File: config.mk
export PLATFORM = sky130hd
export DESIGN_NAME = generic_2clk_fifo_rd_prefetch
export DESIGN_NICKNAME = d
export VERILOG_FILES = /design/src/rtl/generic_fifo_pkg.sv /design/src/rtl/generic_sc_obuf.sv /design/src/rtl/generic_2clk_fifo_rd_prefetch.sv
export SDC_FILE = /design/constraint.sdc
export NUM_CORES = 1
export LEC_CHECK = 0
export ABC_AREA = 1
export CAP_MARGIN = 20
export CORE_MARGIN = 2
export CORE_UTILIZATION = 53
export DETAILED_ROUTE_END_ITERATION = 12
export HOLD_SLACK_MARGIN = 0.15
export PLACE_DENSITY = 0.87
export RECOVER_POWER = 25
export SYNTH_ARGS = -nofsm -noshare
export SYNTH_HDL_FRONTEND = slang
export SYNTH_SLANG_ARGS = --single-unit
File: constraint.sdc
create_clock -name rd_clk -period 10.99 [get_ports rd_clk]
set_input_delay 2.198 -clock rd_clk [delete_from_list [all_inputs] [get_ports rd_clk]]
set_output_delay 2.198 -clock rd_clk [all_outputs]
set_load 0.05 [all_outputs]
File: src/rtl/generic_fifo_pkg.sv
// Shared constants for the generic FIFO family: default data width and
// the legal range of the read-side output buffer depth.
package generic_fifo_pkg;

  localparam int DAT_WIDTH_DEF    = 35;
  localparam int OBUF_ENTRIES_MIN = 2;
  localparam int OBUF_ENTRIES_MAX = 4;
  localparam int OBUF_USED_W      = 3;

endpackage

File: src/rtl/generic_sc_obuf.sv
// Single-clock circular output buffer: storage, head/tail pointers and an
// occupancy count, driven by push, pop and clear strobes.
module generic_sc_obuf
  import generic_fifo_pkg::*;
#(
  parameter int DAT_WIDTH = DAT_WIDTH_DEF,
  parameter int ENTRIES   = 2
) (
  input  logic                   clk,
  input  logic                   reset,
  input  logic                   clear,
  input  logic                   push,
  input  logic                   pop,
  input  logic [DAT_WIDTH-1:0]   push_data,
  output logic [DAT_WIDTH-1:0]   head_data,
  output logic [OBUF_USED_W-1:0] used
);

  localparam int PTR_W = $clog2(ENTRIES);
  localparam logic [PTR_W-1:0] PTR_LAST = PTR_W'(ENTRIES - 1);

  logic [DAT_WIDTH-1:0]   mem_r [ENTRIES];
  logic [PTR_W-1:0]       head_r;
  logic [PTR_W-1:0]       tail_r;
  logic [OBUF_USED_W-1:0] used_r;

  // Depth need not be a power of two, so wrap explicitly at the last entry.
  function automatic logic [PTR_W-1:0] ptr_inc(input logic [PTR_W-1:0] ptr);
    ptr_inc = (ptr == PTR_LAST) ? {PTR_W{1'b0}} : ptr + PTR_W'(1);
  endfunction

  // Pointer and occupancy update; clear has priority over push/pop.
  always_ff @(posedge clk) begin
    if (reset || clear) begin
      head_r <= {PTR_W{1'b0}};
      tail_r <= {PTR_W{1'b0}};
      used_r <= {OBUF_USED_W{1'b0}};
    end else begin
      if (push) begin
        tail_r <= ptr_inc(tail_r);
      end
      if (pop) begin
        head_r <= ptr_inc(head_r);
      end
      case ({push, pop})
        2'b10:   used_r <= used_r + OBUF_USED_W'(1);
        2'b01:   used_r <= used_r - OBUF_USED_W'(1);
        default: used_r <= used_r;
      endcase
    end
  end

  // Storage write; contents are deliberately left unreset.
  always_ff @(posedge clk) begin
    if (push && !clear && !reset) begin
      mem_r[tail_r] <= push_data;
    end
  end

  assign head_data = mem_r[head_r];
  assign used      = used_r;

endmodule

File: src/rtl/generic_2clk_fifo_rd_prefetch.sv
// Read-side prefetch stage: pulls words from the FIFO RAM (one-cycle read
// latency) into a small output buffer presented as a valid/ready stream.
module generic_2clk_fifo_rd_prefetch
  import generic_fifo_pkg::*;
#(
  parameter int DAT_WIDTH    = DAT_WIDTH_DEF,
  parameter int OBUF_ENTRIES = 2
) (
  input  logic                 rd_clk,
  input  logic                 rd_reset,
  input  logic                 fifo_empty,
  output logic                 fifo_rd_op,
  input  logic [DAT_WIDTH-1:0] fifo_rd_data,
  input  logic                 flush,
  output logic                 out_valid,
  input  logic                 out_ready,
  output logic [DAT_WIDTH-1:0] out_data,
  output logic [2:0]           obuf_used,
  output logic [15:0]          pop_cnt,
  output logic                 underrun_err
);

  localparam int ENTRIES_C = (OBUF_ENTRIES < OBUF_ENTRIES_MIN) ? OBUF_ENTRIES_MIN :
                             (OBUF_ENTRIES > OBUF_ENTRIES_MAX) ? OBUF_ENTRIES_MAX :
                             OBUF_ENTRIES;

  logic                   inflight_r;
  logic [15:0]            pop_cnt_r;
  logic                   underrun_r;
  logic                   rd_op_s;
  logic                   push_s;
  logic                   xfer_s;
  logic [OBUF_USED_W-1:0] used_s;
  logic [3:0]             occupancy_s;

  // Count the in-flight word as occupied so a returning word always has room.
  assign occupancy_s = {1'b0, used_s} + {3'b000, inflight_r};
  assign rd_op_s     = !rd_reset && !fifo_empty && !flush &&
                       (occupancy_s < 4'(ENTRIES_C));
  assign push_s      = inflight_r && !flush;
  assign out_valid   = !rd_reset && (used_s != {OBUF_USED_W{1'b0}});
  assign xfer_s      = out_valid && out_ready && !flush;

  generic_sc_obuf #(
    .DAT_WIDTH (DAT_WIDTH),
    .ENTRIES   (ENTRIES_C)
  ) u_obuf (
    .clk       (rd_clk),
    .reset     (rd_reset),
    .clear     (flush),
    .push      (push_s),
    .pop       (xfer_s),
    .push_data (fifo_rd_data),
    .head_data (out_data),
    .used      (used_s)
  );

  // In-flight tracking, delivered-word counter and sticky underrun flag.
  always_ff @(posedge rd_clk) begin
    if (rd_reset) begin
      inflight_r <= 1'b0;
      pop_cnt_r  <= 16'd0;
      underrun_r <= 1'b0;
    end else begin
      inflight_r <= rd_op_s && !flush;
      if (xfer_s) begin
        pop_cnt_r <= pop_cnt_r + 16'd1;
      end
      if (rd_op_s && fifo_empty) begin
        underrun_r <= 1'b1;
      end
    end
  end

  assign fifo_rd_op   = rd_op_s;
  assign obuf_used    = used_s;
  assign pop_cnt      = pop_cnt_r;
  assign underrun_err = underrun_r;

endmodule

==> After elaboration in Yosys (flattened, before gate mapping) <==
Memories as Yosys holds them, arrays and structs flattened. A register that Yosys moved wholly into a read port is not among the register bits.
Cells that the tools add are included.
{ "word_totals": {"input_bits": 40, "memories": 1, "register_bits": 23, "out_inout_bits": 57, "elab_cells": 40, "ram_bits": 70} }
{ "memory_table": {"columns": ["memory", "words", "word_bits", "read_ports", "rd_clocked_by_memory_dff", "wr", "line_no", "rtl"], "rows": [
  ["u_obuf.mem_r", 2, 35, 1, 1, 1, "generic_sc_obuf.sv:22", "logic [DAT_WIDTH-1:0] mem_r [ENTRIES];"]
]} }
{ "op_classes": {"n_reduce_logical": 17, "addsub": 6, "n_mux": 7, "magnitude_cmp": 1, "n_eq_ne": 2} }
{ "op_table": {"columns": ["cell", "n"], "rows": [
  ["adder 16 x 1 -> 16 bit, second input constant", 1],
  ["logical AND 1 bit", 11],
  ["two-way mux 1 bit", 6],
  ["one-hot mux 3 bit (2 select lines)", 1],
  ["adder 3 x 1 -> 4 bit", 1],
  ["less-than comparator 4 x 2 -> 1 bit, second input constant", 1],
  ["adder 3 x 1 -> 3 bit, second input constant", 1],
  ["zero test 1 bit", 3],
  ["nonzero test 3 bit", 1],
  ["subtractor 3 x 1 -> 3 bit, second input constant", 1],
  ["adder 1 bit, second input constant", 2],
  ["== test 2 x 1 -> 1 bit, second input constant", 1],
  ["== test 2 bit, second input constant", 1],
  ["nonzero test 2 bit", 1],
  ["logical OR 1 bit", 1]
]} }

==> Logic depth before layout (Yosys ltp) <==
Gate-level depths: netlist of run 1.
{ "depth": {"word_depth": 6, "ltp_mapped": 12, "depth_no_buf": 11} }

==> By module <==
A second synthesis of run 1 with hierarchy kept.
{ "hier_totals": {"hier_cells": 292, "area_unflattened_um2": 3925.0} }
{ "modules_own_cells": {"columns": ["module", "instances", "seq_area_each_um2", "cells_per_inst", "area_each_um2"], "rows": [
  ["generic_sc_obuf", 1, 2222.1, 146, 2957.8],
  ["generic_2clk_fifo_rd_prefetch", 1, 360.3, 146, 967.2]
]} }

==> Worst setup path after synthesis of run 1 <==
OpenSTA, ideal clock, no wires.
{ "synth_timing": {"kind": "input-to-output", "startpoint": "in rd_reset", "endpoint": "out fifo_rd_op", "n_path_buf": 1, "slack_ns": 5.107, "t_arrival_ns": 3.685, "required_ns": 8.792, "stages": 4, "cell_sequence": "buf_6 -> nor2_4 -> nand2_1 -> a211oi_1"} }
{ "synth_between": {"elab_chain_len": 4} }
{ "synth_rtl": {"columns": ["element", "line_no", "rtl"], "rows": [
  ["from (decl)", "generic_2clk_fifo_rd_prefetch.sv:10", "input logic rd_reset,"],
  ["zero test 1 bit", "generic_2clk_fifo_rd_prefetch.sv:38", "assign rd_op_s = !rd_reset && !fifo_empty && !flush &&"],
  ["logical AND 1 bit (3 in series)", "generic_2clk_fifo_rd_prefetch.sv:38", null],
  ["to (decl)", "generic_2clk_fifo_rd_prefetch.sv:12", "output logic fifo_rd_op,"]
]} }
Every way passes these cells.

==> Worst setup path in the final report of run 1 <==
Same ends and word-level chain as after synthesis.

==> results of run 1 <==
[routing by layer]
metal	share of wire [%]	up-vias	wire length [um]
met5	0	-	0
met2	51	82	3834
met4	0.73	0	55
met1	42	1209	3180
met3	6.0	6	453
li1	-	1265	-
[worst min-delay path by stage]
stage | end | cells past startpoint
floorplan | u_obuf.tail_r$_SDFFE_PP0P_ | 2
global placement | underrun_err$_SDFFE_PP0P_ | 2
detailed placement | underrun_err$_SDFFE_PP0P_ | 2
CTS | underrun_err$_SDFFE_PP0P_ | 2
global route | underrun_err$_SDFFE_PP0P_ | 2
finish | underrun_err$_SDFFE_PP0P_ | 2
[registers in the layout, summed over array words and instances (netlist names), named ones only]
name / count
u_obuf.tail_r: 1
u_obuf.mem_r: 70
u_obuf.head_r: 1
inflight_r: 1
u_obuf.used: 3
pop_cnt: 16
underrun_err: 1
[stage by stage]
stage	power (mW)	utilization, %
floorplan	0.4035	-
CTS	0.6308	71.28
detailed placement	0.4234	68.72
global placement	0.4222	68.72
finish	0.6225	71.32
global route	0.6437	71.32
[worst min-delay path: stages (launching register included)]
cell	delay (ns)
dfxtp_1	0.32
inv_1	0.05
nor2_1	0.03
[power by group]
part           total, mW  leakage (nW)  internal (mW)  switching (mW)
clock              0.209        0.0869         0.0867           0.123
combinational     0.0306         0.835         0.0151          0.0155
sequential         0.383         0.824          0.382        0.000532
[cell type report]
cell class / instances / area, sq um
inverter: 30 / 112.6
antenna: 1 / 2.502
tap: 99 / 123.9
timing repair buffer: 98 / 975.9
fill: 504 / 2047
multi-input combinational: 173 / 1110
clock inverter: 6 / 55.05
sequential: 94 / 2582
clock buffer: 10 / 127.6
[placed cells by master, fill, tap and decap left out]
| master | n |
|---|---|
| edfxtp_1 | 70 |
| clkdlybuf4s50_1 | 67 |
| nand2_1 | 41 |
| mux2_2 | 35 |
| nor2_1 | 34 |
| dlygate4sd3_1 | 29 |
| inv_1 | 25 |
| dfxtp_1 | 24 |
| a21oi_1 | 13 |
| nand3_1 | 12 |
| clkbuf_8 | 9 |
| nand4_1 | 7 |
| inv_2 | 5 |
| nor2_4 | 4 |
| xor2_1 | 3 |
| o21ai_1 | 3 |
| o21ai_0 | 3 |
| ha_1 | 3 |
| nand2_2 | 2 |
| nor2_2 | 2 |
| a211oi_1 | 2 |
| clkinvlp_4 | 2 |
| inv_8 | 2 |
| buf_4 | 2 |
| diode_2 | 1 |
| nor3_2 | 1 |
| nand2_4 | 1 |
| or2_1 | 1 |
| nand3b_1 | 1 |
| nor3_1 | 1 |
| o21bai_1 | 1 |
| and3_1 | 1 |
| nand4_2 | 1 |
| fa_1 | 1 |
| inv_6 | 1 |
| clkinv_4 | 1 |
| clkbuf_1 | 1 |
[logic make-up (layout without fill, tap and decap cells)]
family | Yosys count | in the layout | share of synthesized area, %
flip-flops | 94 | 94 | 67.06
other | 0 | 1 | 0
AO/OA/AOI/OAI | 22 | 22 | 3.054
buffers and inverters | 38 | 144 | 4.451
multiplexers | 35 | 35 | 10.23
XOR/XNOR | 3 | 3 | 0.6824
adder cells (fa/ha/maj) | 4 | 4 | 1.495
AND/OR/NAND/NOR | 109 | 109 | 13.03
==> out/qor.yml, run 1 <==
startpoint: "rd_reset"
clk_pin_slew_worst_paths_ns: 0.09
met3_usage_pct: 4.247
ys_top_cells_by_count: "edfxtp_1 (70), nand2_1 (41), mux2_2 (35), nor2_1 (35), inv_1 (25)"
syn_area_per_cell_sq_um: 12.63
worstSetupEndpointType: "output port"
min_path_type: "flop to flop"
grt_use_total_pct: 19.05
fmaxAchievable_ghz: 0.1534
synth_edf_count: 70
die_x_um: 89.25
initial_core_util_pct: 53.96
drv_slew: 0
cap_violations: 0
ys_ff_latch: 94
dp_slack_ns: 4.491
wirelength_um: 7523
r2r.worst_path.cells: 11
cts.htree.levels: 3
crit_path_max_incr_delay_ns: 0.84
cts-buffers-inserted: 9
pin_count: 97
dp_hpwl_um: 5167
top_usage_layer: "met2"
hold-worst-slack_ns: 0.4367
finalInstanceArea_sq_mm: 0.005090
grt_max_degree: 36
grt.overflow.total: 0
drt-pass1-iter-count: 4
cts_root_buffer: "clkbuf_8"
core_area_sq_mm: 0.007137
rows: 31
path_buf_inv: 2
critPathLaunchType: "input pin"
clk_latency_ns: 0.34
place_inst: 494
finalNonFillerCells: 511
synth.most_common_cell: "edfxtp_1"
wl_per_cell_um: 14.72
route.detailed.drc: 0
setup_slack_ns: 4.473
skew_ns: 0.009366
port_buffers: 96
synthDistinctLibCells: 28
grt_use_met2_pct: 33.54
drive_gt1_share_pct: 16.55
finalCriticalPeriod_ns: 6.517
grt_pass1_vias: 2541
path_common_cell: "clkdlybuf4s50_1"
die-area_sq_mm: 0.007965
finalCritPeriodShare_pct: 59.30
syn_inst: 305
gp_congestion: 0.8951
power_density_mw_per_mm2: 122.3
r2r_start: "u_obuf.used[0]$_SDFFE_PP0P_"
rsz0062_at_grt: "false"
timing.critical_path.to: "fifo_rd_op"
hold_buffers: 0
timing.rr.end: "u_obuf.used[2]$_SDFFE_PP0P_"
critPathArrivalTime_ns: 4.32
worst_slew_pin_slew_ns: 1.022
post_cts_resized: 0
netlist_area_sq_mm: 0.003851
synth_top_cell_area_share_pct: 54.58
synth.largest_area_cell: "edfxtp_1"
layout.nets: 450
cp_slowest_cell: "clkdlybuf4s50_1"
rrSetupSlack_ns: 8.75
antenna_found_initial: 1
yosys-top-cells-area: "edfxtp_1 (55%), dfxtp_1 (12%), mux2_2 (10%)"
cts.sinks: 94
hold_violations: 0
synth_nets: 349
drt_iter0_drc: 134
ir_drop_v: 0.00005962
relSlewSlack_pct: 31.70
ys.flop_type: "edfxtp_1"
dieHeight_um: 89.25
post_cts_buffers: 0
crit_cells: 5
grtUsageMet1_pct: 23.16
clk_path_buf_depth: 2
p_leak_nw: 1.746
cp.required_ns: 8.79
cts_tree: "built"
grt_pass1_wl_um: 11600
drtAntennaViolNets: 0
setup_violations: 0
area_growth_pct: 32.16
vias: 2562
yosys_warnings: 0
crit_chain: "clkdlybuf4s50_1 > nor2_4 > nand2_1 > a211oi_1 > clkdlybuf4s50_1"
crit_type: "input pin to output port"
vias_per_cell: 5.014
place_area_sq_mm: 0.004905
path_max_fanout: 11
hp-start: "underrun_err$_SDFFE_PP0P_"
ys_seq_area_share_pct: 67.06
ys_async_sr_fraction_pct: 0
fin_setup_tns_ns: 0
status: "complete, no violations"
critPathTopFamily: "buffers and inverters"
Power figures use the tool's default switching activity.
==> run 2, diff against run 1 <==
--- a/config.mk
+++ b/config.mk
@@ -8,10 +8,10 @@
 export ABC_AREA = 1
 export CAP_MARGIN = 20
 export CORE_MARGIN = 2
-export CORE_UTILIZATION = 53
+export CORE_UTILIZATION = 49
 export DETAILED_ROUTE_END_ITERATION = 12
 export HOLD_SLACK_MARGIN = 0.15
-export PLACE_DENSITY = 0.87
+export PLACE_DENSITY = 0.82
 export RECOVER_POWER = 25
 export SYNTH_ARGS = -nofsm -noshare
 export SYNTH_HDL_FRONTEND = slang
==> constraint.sdc (replaced) <==
create_clock -name rd_clk -period 6.5 [get_ports rd_clk]
set_input_delay 1.3 -clock rd_clk [delete_from_list [all_inputs] [get_ports rd_clk]]
set_output_delay 1.3 -clock rd_clk [all_outputs]
set_load 0.05 [all_outputs]
==> run 2 against run 1 <==
Compared with the run above: cell area increased by 1.1%; final cell count is the same; via count rose by 2.4%; clock power rose by 120%; sequential cell count stayed put; critical path depth is the same; global-route usage fell by 1.0 points; clock skew rose by 0.0058 ns; sequential power rose by 69%; routed wire length rose by 1.5%; first-iteration DRC count shrank 25%.
==> out/qor.yml, run 2 (synthesis gave the netlist of run 1 again) <==
core_area_sq_mm: 0.007687
path_buf_inv: 2
crit_path_max_incr_delay_ns: 0.84
drt_iter0_drc: 100
finalInstanceArea_sq_mm: 0.005144
worst_slew_pin_slew_ns: 1.027
worstSetupEndpointType: "output port"
wirelength_um: 7636
critPathArrivalTime_ns: 3.42
wl_per_cell_um: 14.94
top_register: "u_obuf.mem_r"
cts_root_buffer: "clkbuf_8"
grt_pass1_wl_um: 12120
num-fill-cells: 566
r2r.worst_path.cells: 11
gp_congestion: 0.8988
ir_drop_v: 0.0001292
dieHeight_um: 92.66
totalPowerFinal_mw: 1.160
hold_buffers: 0
relSlewSlack_pct: 31.37
drv_slew: 0
drt-pass1-iter-count: 4
register_area_sq_mm: 0.002584
place_area_sq_mm: 0.004902
layout.nets: 449
cp_slowest_cell: "clkdlybuf4s50_1"
r2r_start: "u_obuf.used[0]$_SDFFE_PP0P_"
cts.sinks: 94
clk_path_buf_depth: 2
critPathLaunchType: "input pin"
port_buffers: 96
post_cts_buffers: 0
multi_input_area_sq_mm: 0.001110
fin_setup_tns_ns: 0
clk_pin_slew_worst_paths_ns: 0.09
drtAntennaViolNets: 0
dp_hpwl_um: 5083
grt_pass1_vias: 2626
grt_max_degree: 36
vias: 2623
area_growth_pct: 33.56
timing.critical_path.to: "fifo_rd_op"
min_path_cells: 2
pin_count: 97
rsz0062_at_grt: "false"
post-route-util_pct: 66.91
grt.overflow.total: 0
path_common_cell: "clkdlybuf4s50_1"
route.detailed.drc: 0
cts-buffers-inserted: 9
diodes: 0
rows: 32
crit_type: "input pin to output port"
rrSetupSlack_ns: 4.20
fmaxAchievable_ghz: 0.2117
initial_core_util_pct: 50.10
setup_violations: 0
layout_commonest_cell: "edfxtp_1"
post_cts_resized: 0
critPathTopFamily: "buffers and inverters"
final_cell_mix: "edfxtp_1 (70), clkdlybuf4s50_1 (68), nand2_1 (41)"
hold_violations: 0
cp.required_ns: 5.20
crit_cells: 5
min_path_type: "flop to flop"
finalCritPeriodShare_pct: 72.67
p_leak_nw: 1.772
clk_latency_ns: 0.35
skew_ns: 0.01520
antenna_found_initial: 0
cts_tree: "built"
cts.htree.levels: 3
drive_gt1_share_pct: 16.63
power_density_mw_per_mm2: 225.4
cap_violations: 0
timing.rr.end: "u_obuf.used[2]$_SDFFE_PP0P_"
die_x_um: 92.66
grt_use_total_pct: 18.05
finalCriticalPeriod_ns: 4.723
startpoint: "rd_reset"
status: "complete, no violations"
largest_reg_flops: 70
vias_per_cell: 5.133
path_max_fanout: 11
crit_chain: "clkdlybuf4s50_1 > nor2_4 > nand2_1 > a211oi_1 > clkdlybuf4s50_1"
die-area_sq_mm: 0.008585
[run 2: layer usage]
| layer | global-route usage (%) | routed length, um | vias to the layer above |
|---|---|---|---|
| met4 | 6.495 | 118 | 0 |
| met2 | 31.81 | 3776 | 86 |
| met3 | 3.255 | 333 | 13 |
| met1 | 22.31 | 3408 | 1270 |
| met5 | 0 | 0 | - |
| li1 | - | - | 1254 |
[run 2: metrics by stage]
| stage | cells | hold slack (ns) | setup WS, ns |
|---|---|---|---|
| floorplan | 305 | 0.4380 | 2.167 |
| global placement | 496 | 0.4157 | 1.819 |
| detailed placement | 496 | 0.4113 | 1.766 |
| CTS | 511 | 0.4267 | 1.767 |
| global route | 511 | 0.4376 | 1.626 |
| finish | 511 | 0.4235 | 1.777 |
[run 2: worst min-delay path by stage]
stage / from / endpoint / slack [ns]
2_1_floorplan: u_obuf.tail_r$_SDFFE_PP0P_ / u_obuf.tail_r$_SDFFE_PP0P_ / 0.44
3_3_place_gp: underrun_err$_SDFFE_PP0P_ / underrun_err$_SDFFE_PP0P_ / 0.42
3_5_place_dp: underrun_err$_SDFFE_PP0P_ / underrun_err$_SDFFE_PP0P_ / 0.41
4_1_cts: underrun_err$_SDFFE_PP0P_ / underrun_err$_SDFFE_PP0P_ / 0.43
5_1_grt: underrun_err$_SDFFE_PP0P_ / underrun_err$_SDFFE_PP0P_ / 0.44
6_report: underrun_err$_SDFFE_PP0P_ / underrun_err$_SDFFE_PP0P_ / 0.42
[run 2: report_power, final]
group	internal (mW)	switching, mW
combinational	0.0256	0.0260
sequential	0.646	0.000983
clock	0.258	0.203
total	0.929	0.230
[run 2: layout make-up]
type	instances	share of cell area, %
Sequential cell	94	50.23
Multi-Input combinational cell	173	21.58
Timing Repair Buffer	97	18.83
Tap cell	102	2.481
Clock buffer	9	2.408
Clock inverter	6	2.287
Inverter	30	2.189
[run 2: worst reg2reg max path: stages (launching register included)]
cell	delay [ns]
dfxtp_1	0.38
inv_2	0.08
nand2_1	0.08
nor2_1	0.06
nor2_2	0.37
ha_1	0.25
inv_1	0.08
fa_1	0.39
a21oi_1	0.15
o21ai_0	0.12
o21ai_0	0.17
a21oi_1	0.06
==> run 3, diff against run 2 <==
==> constraint.sdc (replaced) <==
create_clock -name rd_clk -period 4.9 [get_ports rd_clk]
set_input_delay 0.98 -clock rd_clk [delete_from_list [all_inputs] [get_ports rd_clk]]
set_output_delay 0.98 -clock rd_clk [all_outputs]
set_load 0.05 [all_outputs]
==> run 3 against run 2 <==
Compared with the run above: cell area about the same; sequential power rose by 33%; first-iteration DRC count fell by 16%; via count is 0.53% lower; routed wire length up 1.5%; clock skew shrank 0.0074 ns; clock-buffer cell count unchanged; critical path depth did not move; core utilization hardly changed; sequential share of layout area is essentially flat; largest cell class unchanged; highest routed layer unchanged.
==> out/qor.yml, run 3 (synthesis gave the netlist of run 1 again) <==
cts_root_buffer: "clkbuf_8"
finalInstanceArea_sq_mm: 0.005146
p_clk_share_pct: 39.5
top_register: "u_obuf.mem_r"
timing.critical_path.to: "fifo_rd_op"
r2r_start: "u_obuf.used[0]$_SDFFE_PP0P_"
internal_power_mw: 1.232
rows: 32
cts.htree.levels: 3
min_path_cells: 2
skew_ns: 0.007788
power_density_mw_per_mm2: 298.0
grt_pass1_wl_um: 12480
cp_slowest_cell: "clkdlybuf4s50_1"
cts.sinks: 94
fmaxAchievable_ghz: 0.2431
grt_max_degree: 36
route.detailed.drc: 0
pin_count: 97
finalNonFillerCells: 512
post_cts_resized: 0
crit_path_max_incr_delay_ns: 0.84
startpoint: "rd_reset"
cp.required_ns: 3.92
drt_iter0_drc: 84
r2r.worst_path.cells: 11
worstSetupEndpointType: "output port"
clk_pin_slew_worst_paths_ns: 0.09
vias_per_cell: 5.096
hold_buffers: 0
rsz0062_at_grt: "false"
cts_tree: "built"
port_buffers: 96
cap_violations: 0
comb_power_share_pct: 4.5
dp_hpwl_um: 5218
worst_slew_pin_slew_ns: 1.016
layout_commonest_cell: "edfxtp_1"
post_cts_buffers: 0
die-area_sq_mm: 0.008585
finalCritPeriodShare_pct: 83.94
largest_reg_flops: 70
relSlewSlack_pct: 32.09
finalCriticalPeriod_ns: 4.113
switchingPower_uw: 300.8
initial_core_util_pct: 50.10
min_path_type: "flop to flop"
clk_path_buf_depth: 2
fin_setup_tns_ns: 0
hold-worst-slack_ns: 0.4453
wirelength_um: 7748
swShare_pct: 19.62
cts-buffers-inserted: 9
rrSetupSlack_ns: 2.71
drive_gt1_share_pct: 16.63
gp_congestion: 0.8989
grt.overflow.total: 0
crit_chain: "clkdlybuf4s50_1 > nor2_4 > nand2_1 > a211oi_1 > clkdlybuf4s50_1"
hold_violations: 0
path_common_cell: "clkdlybuf4s50_1"
place_inst: 496
num-fill-cells: 580
timing.rr.end: "u_obuf.used[2]$_SDFFE_PP0P_"
drv_slew: 0
dieHeight_um: 92.66
register_area_sq_mm: 0.002584
critPathLaunchType: "input pin"
place_area_sq_mm: 0.004902
p_leak_nw: 1.772
ir_drop_v: 0.0001769
path_max_fanout: 11
crit_type: "input pin to output port"
final_cell_mix: "edfxtp_1 (70), clkdlybuf4s50_1 (68), nand2_1 (41)"
drt-pass1-iter-count: 5
critPathArrivalTime_ns: 3.13
layout.nets: 449
clk_latency_ns: 0.35
die_x_um: 92.66
multi_input_area_sq_mm: 0.001110
vias: 2609
grt_pass1_vias: 2630
setup_violations: 0
antenna_found_initial: 1
seqPwrFrac_pct: 56.0
wl_per_cell_um: 15.13
status: "complete, no violations"
area_growth_pct: 33.63
drtAntennaViolNets: 0
core_area_sq_mm: 0.007687
grt_use_total_pct: 18.74
-- run 3: cell types whose count changed in the layout (fill, tap and decap cells not counted), sizes merged --
cell / before / now
diode: 0 / 1
-- run 3: how the worst min path moves through the flow --
stage / slack, ns / endpoint / startpoint
after floorplan: 0.44 / u_obuf.tail_r$_SDFFE_PP0P_ / u_obuf.tail_r$_SDFFE_PP0P_
after global placement: 0.42 / underrun_err$_SDFFE_PP0P_ / underrun_err$_SDFFE_PP0P_
after detailed placement: 0.43 / underrun_err$_SDFFE_PP0P_ / underrun_err$_SDFFE_PP0P_
after CTS: 0.45 / underrun_err$_SDFFE_PP0P_ / underrun_err$_SDFFE_PP0P_
after global routing: 0.46 / underrun_err$_SDFFE_PP0P_ / underrun_err$_SDFFE_PP0P_
final: 0.45 / underrun_err$_SDFFE_PP0P_ / underrun_err$_SDFFE_PP0P_
-- run 3: layout make-up --
cell class,instances,share of cell area (%)
well taps,102,2.480
inverters,30,2.188
flip-flops and latches,94,50.21
clock buffers,9,2.407
multi-input cells,173,21.57
clock inverters,6,2.285
diodes,1,0.04863
repair buffers,97,18.82
-- run 3: per-stage QoR --
stage | utilization (%) | power, mW | setup WS (ns)
2_1_floorplan | - | 0.9051 | 0.8867
3_3_place_gp | 63.77 | 0.9470 | 0.8638
3_5_place_dp | 63.77 | 0.9498 | 0.8232
4_1_cts | 66.91 | 1.549 | 0.8157
5_1_grt | 66.94 | 1.575 | 0.6473
6_report | 66.94 | 1.533 | 0.7867
-- run 3: metal layers --
metal	routed length (um)	vias to the layer above	share of wire [%]	GRT usage (%)
met5	0	-	0	0
li1	-	1261	-	-
met1	3377	1249	44	23.15
met4	96	0	1.2	6.250
met2	3858	88	50	33.58
met3	416	11	5.4	3.011
-- run 3: power groups by stage --
stage	registers (mW)	clock network (mW)	logic, mW
2_1_floorplan	0.877	0	0.0277
3_3_place_gp	0.876	0	0.0706
3_5_place_dp	0.877	0	0.0730
4_1_cts	0.858	0.617	0.0735
5_1_grt	0.859	0.643	0.0733
6_report	0.858	0.606	0.0687
-- run 3: critical path: cells and delay by family --
family	cells	cell delay, ns
compound gates	1	0.22
simple gates	2	0.37
buf+inv	2	1.56
